### src/rtl/triangle_channel_gen.sv
// Triangle voice with selectable resolution, optional sawtooth shape and ultrasonic mute.
// Register writes, frame-sequencer ticks and the channel timer all update on the same clock.
module triangle_channel_gen #(
   parameter int unsigned OUT_W     = 4,
   parameter bit          SAW_EN    = 1'b0,
   parameter int unsigned TIMER_MIN = 2
) (
   input  logic             clk_i,
   input  logic             reset_i,
   input  logic             reg_we_i,
   input  logic [1:0]       reg_addr_i,
   input  logic [7:0]       reg_data_i,
   input  logic             quarter_tick_i,
   input  logic             half_tick_i,
   input  logic             enable_i,
   output logic [OUT_W-1:0] wave_o,
   output logic             length_active_o
);

   localparam int unsigned STEP_W   = OUT_W + 1;
   localparam logic [10:0] TimerMin = 11'(TIMER_MIN);

   logic              ctrl_q, ctrl_d;
   logic [6:0]        lin_reload_q, lin_reload_d;
   logic              saw_q, saw_d;
   logic [10:0]       period_q, period_d;
   logic [10:0]       timer_q, timer_d;
   logic [STEP_W-1:0] step_q, step_d;
   logic [6:0]        lin_q, lin_d;
   logic [7:0]        len_q, len_d;
   logic              reload_q, reload_d;
   logic [OUT_W-1:0]  wave_q, wave_d;
   logic              len_active_q, len_active_d;

   logic wr0, wr1, wr2, wr3, reload_eff;

   function automatic logic [7:0] len_lut(input logic [4:0] idx);
      logic [7:0] v;
      unique case (idx)
         5'd0:  v = 8'd10;   5'd1:  v = 8'd254; 5'd2:  v = 8'd20;  5'd3:  v = 8'd2;
         5'd4:  v = 8'd40;   5'd5:  v = 8'd4;   5'd6:  v = 8'd80;  5'd7:  v = 8'd6;
         5'd8:  v = 8'd160;  5'd9:  v = 8'd8;   5'd10: v = 8'd60;  5'd11: v = 8'd10;
         5'd12: v = 8'd14;   5'd13: v = 8'd12;  5'd14: v = 8'd26;  5'd15: v = 8'd14;
         5'd16: v = 8'd12;   5'd17: v = 8'd16;  5'd18: v = 8'd24;  5'd19: v = 8'd18;
         5'd20: v = 8'd48;   5'd21: v = 8'd20;  5'd22: v = 8'd96;  5'd23: v = 8'd22;
         5'd24: v = 8'd192;  5'd25: v = 8'd24;  5'd26: v = 8'd72;  5'd27: v = 8'd26;
         5'd28: v = 8'd16;   5'd29: v = 8'd28;  5'd30: v = 8'd32;  default: v = 8'd30;
      endcase
      return v;
   endfunction

   always_comb begin
      ctrl_d       = ctrl_q;
      lin_reload_d = lin_reload_q;
      saw_d        = saw_q;
      period_d     = period_q;
      timer_d      = timer_q;
      step_d       = step_q;
      lin_d        = lin_q;
      len_d        = len_q;

      wr0 = reg_we_i && (reg_addr_i == 2'd0);
      wr1 = reg_we_i && (reg_addr_i == 2'd1);
      wr2 = reg_we_i && (reg_addr_i == 2'd2);
      wr3 = reg_we_i && (reg_addr_i == 2'd3);

      if (wr0) {ctrl_d, lin_reload_d} = reg_data_i;
      if (SAW_EN && wr1) saw_d = reg_data_i[0];
      if (wr2) period_d[7:0] = reg_data_i;
      if (wr3) period_d[10:8] = reg_data_i[2:0];

      // Short periods would produce ultrasonic output, so the step holds instead.
      if (timer_q == 11'd0) begin
         timer_d = period_q;
         if ((lin_q != 7'd0) && (len_q != 8'd0) && (period_q >= TimerMin)) begin
            step_d = step_q + STEP_W'(1);
         end
      end else begin
         timer_d = timer_q - 11'd1;
      end

      reload_eff = reload_q || wr3;
      reload_d   = reload_eff;
      if (quarter_tick_i) begin
         if (reload_eff) lin_d = lin_reload_q;
         else if (lin_q != 7'd0) lin_d = lin_q - 7'd1;
         reload_d = reload_eff && ctrl_q;
      end

      if (!enable_i) begin
         len_d = 8'd0;
      end else if (wr3) begin
         len_d = len_lut(reg_data_i[7:3]);
      end else if (half_tick_i && !ctrl_q && (len_q != 8'd0)) begin
         len_d = len_q - 8'd1;
      end

      if (SAW_EN && saw_q) wave_d = step_q[OUT_W:1];
      else if (step_q[OUT_W]) wave_d = step_q[OUT_W-1:0];
      else wave_d = ~step_q[OUT_W-1:0];

      len_active_d = (len_d != 8'd0);
   end

   always_ff @(posedge clk_i or posedge reset_i) begin
      if (reset_i) begin
         ctrl_q       <= 1'b0;
         lin_reload_q <= '0;
         saw_q        <= 1'b0;
         period_q     <= '0;
         timer_q      <= '0;
         step_q       <= '0;
         lin_q        <= '0;
         len_q        <= '0;
         reload_q     <= 1'b0;
         wave_q       <= '0;
         len_active_q <= 1'b0;
      end else begin
         ctrl_q       <= ctrl_d;
         lin_reload_q <= lin_reload_d;
         saw_q        <= saw_d;
         period_q     <= period_d;
         timer_q      <= timer_d;
         step_q       <= step_d;
         lin_q        <= lin_d;
         len_q        <= len_d;
         reload_q     <= reload_d;
         wave_q       <= wave_d;
         len_active_q <= len_active_d;
      end
   end

   assign wave_o          = wave_q;
   assign length_active_o = len_active_q;

endmodule

### config.mk
export PLATFORM = sky130hd
export DESIGN_NAME = triangle_channel_gen
export DESIGN_NICKNAME = d
export VERILOG_FILES = /design/src/rtl/triangle_channel_gen.sv
export SDC_FILE = /design/constraint.sdc
export NUM_CORES = 1
export LEC_CHECK = 0
export ABC_CLOCK_PERIOD_IN_PS = 2650
export CAP_MARGIN = 20
export CORE_MARGIN = 2
export CORE_UTILIZATION = 59
export DETAILED_ROUTE_END_ITERATION = 6
export PLACE_DENSITY_LB_ADDON = 0.08
export SLEW_MARGIN = 20
export SYNTH_ARGS = -nofsm -noshare
export SYNTH_HDL_FRONTEND = slang
export SYNTH_SLANG_ARGS = --single-unit
### constraint.sdc
create_clock -name clk_i -period 2.65 [get_ports clk_i]
set_input_delay 0.6625 -clock clk_i [delete_from_list [all_inputs] [get_ports clk_i]]
set_output_delay 0.6625 -clock clk_i [all_outputs]
set_load 0.1 [all_outputs]
# --- After elaboration in Yosys (flattened, before gate mapping) ---
# Memory sizes are Yosys's and may differ from the RTL's.
# Index checks and enable logic that the tools add are counted.
word_totals:
  ff_bits: 56
  n_memories: 1
  inputBits: 16
  out_inout_bits: 5
  mem_bits_ro: 224
  elab_cells: 46
op_classes:
  order_cmp: 1
  eq_ne: 2
  bitwise_logic: 1
  n_addsub: 4
  mux: 8
  n_reduce_logical: 18
mem_list:
  columns: ["memory", "depth", "width", "read_ports", "rd_clocked_by_memory_dff", "write_ports", "line", "text"]
  rows:
  - ["(name not given)", 32, 7, 1, 0, 0, "39", "unique case (idx)"]
op_table:
  columns: ["operator", "count"]
  rows:
  - ["two-way mux 8 bit", 3]
  - ["nonzero test 8 bit", 2]
  - ["two-way mux 7 bit", 2]
  - ["greater-or-equal comparator 11 x 2 -> 1 bit, second input constant", 1]
  - ["logical NOT 11 bit", 1]
  - ["two-way mux 11 bit", 1]
  - ["subtractor 11 x 1 -> 11 bit, second input constant", 1]
  - ["logical AND 1 bit", 8]
  - ["subtractor 8 x 1 -> 8 bit, second input constant", 1]
  - ["nonzero test 7 bit", 1]
  - ["subtractor 7 x 1 -> 7 bit, second input constant", 1]
  - ["adder 5 x 1 -> 5 bit, second input constant", 1]
  - ["== test 2 bit, second input constant", 2]
  - ["two-way mux 4 bit", 1]
  - ["NOT 4 bit", 1]
  - ["AND reduction 2 bit", 2]
  - ["logical NOT 2 bit", 1]
  - ["nonzero test 2 bit", 1]
  - ["logical NOT 1 bit", 1]
  - ["logical OR 1 bit", 1]
  - ["two-way mux 1 bit", 1]

# --- Depth between registers and ports, before layout ---
logic_depth:
  ltp_word: 7
  mapped_depth: 9
  mapped_depth_nobuf: 8

# --- Worst setup path after synthesis ---
# OpenSTA, ideal clock, no wires.
synth_path:
  path_kind: "reg-to-reg"
  from: "register timer_q[0]"
  to: "register step_q[1]"
  setup_time_ps: 125
  path_buffers: 1
  required_time_ps: 2525
  synth_period_minus_slack_ps: 1942
  arrival_time_ps: 1817
  path_stages_with_launch: 9
  slack_ps: 708
  path_cell_list: "dfrtp_1 > inv_1 > ha_1 > nor2b_1 > nand4_2 > nor2_2 > and4_1 > clkbuf_2 > mux2_2"
synth_via:
  elab_chain_cells: 2
synth_lines:
  columns: ["item", "line", "text"]
  rows:
  - ["start: declaration", "27", "logic [10:0] timer_q, timer_d;"]
  - ["start signal: assignment", "123", "timer_q <= timer_d;"]
  - ["logical NOT 11 bit", "73", "if (timer_q == 11'd0) begin"]
  - ["AND reduction 2 bit (no line)", null, null]
  - ["end signal: assignment", "124", "step_q <= step_d;"]
  - ["end: declaration", "28", "logic [STEP_W-1:0] step_q, step_d;"]
# No other way between the ends.
# A chain may end at the register's enable or synchronous reset.

# --- Worst setup path after layout ---
layout_path:
  from: "input port reg_data_i[3]"
  to: "register len_active_q, in the netlist length_active_o"
layout_via:
  elab_chain_cells: 4
layout_lines:
  columns: ["item", "line", "text"]
  rows:
  - ["start: declaration", "12", "input logic [7:0] reg_data_i,"]
  - ["memory read (32 x 7 bit)", null, null]
  - ["two-way mux 8 bit", "92", "end else if (wr3) begin"]
  - ["two-way mux 8 bit", "90", "if (!enable_i) begin"]
  - ["via len_d[5]", "30", "logic [7:0] len_q, len_d;"]
  - ["nonzero test 8 bit", "102", "len_active_d = (len_d != 8'd0);"]
  - ["via len_active_d", "33", "logic len_active_q, len_active_d;"]
  - ["end signal: assignment", "129", "len_active_q <= len_active_d;"]
  - ["end: declaration", "33", null]
# The timed path passes the listed nets, and every way through them passes these cells.

==> results.json <==
{
  "die_h_um": 75.6,
  "n_fill_cell": 404,
  "drive_gt1_share_pct": 15.6,
  "outcome": "completed",
  "maxSlewHeadroom_pct": 68.0,
  "area_delta_synth_final_pct": 16.0,
  "p_leak_nw": 1.50,
  "ant_nets": 0,
  "yosys-top-cells-area": "dfrtp_1, ha_1, mux2_2",
  "overflow": 0,
  "rows": 26,
  "syn_nets": 344,
  "min_from": "period_q[0]",
  "powerDensity_mw_per_mm2": 798,
  "skew_ns": 0.00822,
  "multi_input_area_sq_mm": 0.00153,
  "crit_arrival_ns": 2.42,
  "yosysWarnings": 0,
  "worstSetupEndpointType": "flop",
  "fin_setup_tns_ns": 0,
  "required_ns": 2.84,
  "clockBufferDepth": 2,
  "dr.pass1.iters": 4,
  "final-max-slew-violation-count": 0,
  "r2r_slack_ns": 0.51,
  "root_buffer": "clkbuf_8",
  "grt_max_degree": 24,
  "via_per_inst": 5.73,
  "synth_top_area_cell": "dfrtp_1",
  "yosysSeqAreaShare_pct": 46.3,
  "drc": 0,
  "finalSetupViolCount": 0,
  "syn_area_sq_mm": 0.00303,
  "synth_cell_types": 54,
  "hpwl_um": 5000,
  "io_buffers": 20,
  "vias": 2416,
  "hp-class": "flop to flop",
  "synth-edff-count": 0,
  "pin_count": 21,
  "diodes": 0,
  "placed_cell_area_sq_mm": 0.00341,
  "hold_path_end": "timer_q[0]",
  "synth-main-ff-cell": "dfrtp_1",
  "syn_inst": 316,
  "ir_drop_v": 0.000462,
  "tritoncts": "built",
  "gr-usage-all-layers_pct": 24.3,
  "reg2reg_from": "len_q[0]",
  "coreArea_sq_mm": 0.00504,
  "achievable-frequency_mhz": 448,
  "grt_first_pass_wirelength_um": 10400,
  "cts_resized": 0,
  "synth-async-reset-ratio_pct": 100,
  "drtIter0Drc": 88,
  "yosys.area.top_type_share_pct": 46.3,
  "h-tree-depth": 2,
  "clk_latency_ns": 0.31,
  "r2r_cells": 8,
  "start_util_pct": 60.0,
  "grt_pass1_vias": 2247,
  "nets": 379,
  "rsz0062_at_grt": "no",
  "cts_buffers": 5,
  "die_w_um": 75.6,
  "yosys_register_bits": 56,
  "ys_top_cells_by_count": "dfrtp_1, nand2_1, nor2_1",
  "clkTransAtPathRegs_ns": 0.11,
  "antenna_found_initial": 0,
  "cts_sinks": 56,
  "worstMarginPinSlew_ns": 0.479,
  "hold_viol": 0,
  "post-route-min-period_ns": 2.23,
  "seq_area_sq_mm": 0.00140,
  "hold_depth": 2,
  "cp_max_fo": 5,
  "routed_wl_um": 6560,
  "stdcell_area_sq_mm": 0.00351,
  "avgSynthCellArea_sq_um": 9.58,
  "cap_violations": 0,
  "r2r-end": "length_active_o",
  "yosysMostFrequentCell": "dfrtp_1",
  "post_drt_wl_per_cell_um": 15.5,
  "startpoint_type": "primary input",
  "crit_type": "primary input to flop",
  "die-area_sq_mm": 0.00572,
  "finalCritPeriodShare_pct": 84.2,
  "gp_congestion": 0.878,
  "ctsHoldBuffers": 0,
  "post-cts-setup-buffers": 0
}
-- registers in the layout (all words and copies together), names as in the netlist --
name and flops:
period_q 11, lin_reload_q 7, len_q 8, ctrl_q 1, step_q 5, length_active_o 1
wave_o 4, timer_q 11, reload_q 1, lin_q 7
-- worst max-delay path by stage --
stage / depth (start not counted) / to / start
2_1_floorplan: 1 / ctrl_q / reset_i
3_3_place_gp: 8 / length_active_o / reg_data_i[3]
3_5_place_dp: 8 / length_active_o / reg_data_i[3]
4_1_cts: 8 / length_active_o / len_q[0]
5_1_grt: 7 / length_active_o / reg_data_i[3]
6_report: 7 / length_active_o / reg_data_i[3]
-- critical path, cell delays in order --
cell             delay (ns)
clkdlybuf4s50_1        0.47
inv_1                  0.10
ha_1                   0.27
a2111oi_0              0.49
o32ai_1                0.19
nor2_1                 0.13
nand4b_1               0.10
-- stage by stage --
step	total power [W]	setup slack [ns]	hold WS (ns)	instances	util [%]
floorplan	0.00204	0.616	0.444	316	-
global route	0.00301	0.168	0.538	422	69.7
CTS	0.00281	0.295	0.504	422	69.6
detailed placement	0.00233	0.0820	0.467	414	67.7
global placement	0.00228	0.0130	0.460	414	67.7
finish	0.00280	0.420	0.493	422	69.7
-- cells in the final DEF, fill, tap and decap left out, drive strengths merged, types with 2 or more instances in the layout --
| master | instances |
|---|---|
| dfrtp | 56 |
| nand2 | 31 |
| nor2 | 29 |
| o21ai | 26 |
| buf | 24 |
| inv | 17 |
| nor3 | 16 |
| a21oi | 15 |
| clkdlybuf4s50 | 15 |
| mux2 | 12 |
| xnor2 | 12 |
| ha | 12 |
| nand3 | 9 |
| xor2 | 7 |
| nor2b | 6 |
| nand2b | 6 |
| nor4 | 6 |
| clkbuf | 5 |
| nand4 | 4 |
| or3 | 3 |
| a31oi | 3 |
| a211oi | 3 |
| nor3b | 3 |
| or2 | 3 |
| nand3b | 2 |
| mux2i | 2 |
| a22oi | 2 |
| o311ai | 2 |
| clkinv | 2 |
| a2111oi | 2 |
| a221oi | 2 |
-- where the power goes --
part / total, W / switching [W] / internal (W)
Combinational: 0.00101 / 0.000586 / 0.000420
Sequential: 0.00132 / 0.000224 / 0.00109
Clock: 0.000481 / 0.000287 / 0.000193
-- cell type report --
| type | count | share of cell area [%] |
|---|---|---|
| timing repair buffer | 39 | 9.76 |
| inverter | 16 | 1.71 |
| tap | 70 | 2.49 |
| clock buffer | 5 | 1.96 |
| sequential | 56 | 39.9 |
| clock inverter | 3 | 0.748 |
| multi-input combinational | 233 | 43.4 |
-- kinds of logic after synthesis --
kind of cell | synth area share, %
buf+inv | 3.47
compound gates | 13.6
fa+ha+maj | 4.96
flops | 46.3
xor+xnor | 5.50
mux | 5.12
simple gates | 21.0
-- routing by layer --
layer	up-vias	wire (um)	track usage, %
met5	-	0	0
li1	1183	-	-
met2	54	3320	42.7
met4	0	110	7.02
met3	12	190	3.97
met1	1167	2930	31.1
No activity file was read; power rests on OpenSTA's default activity.
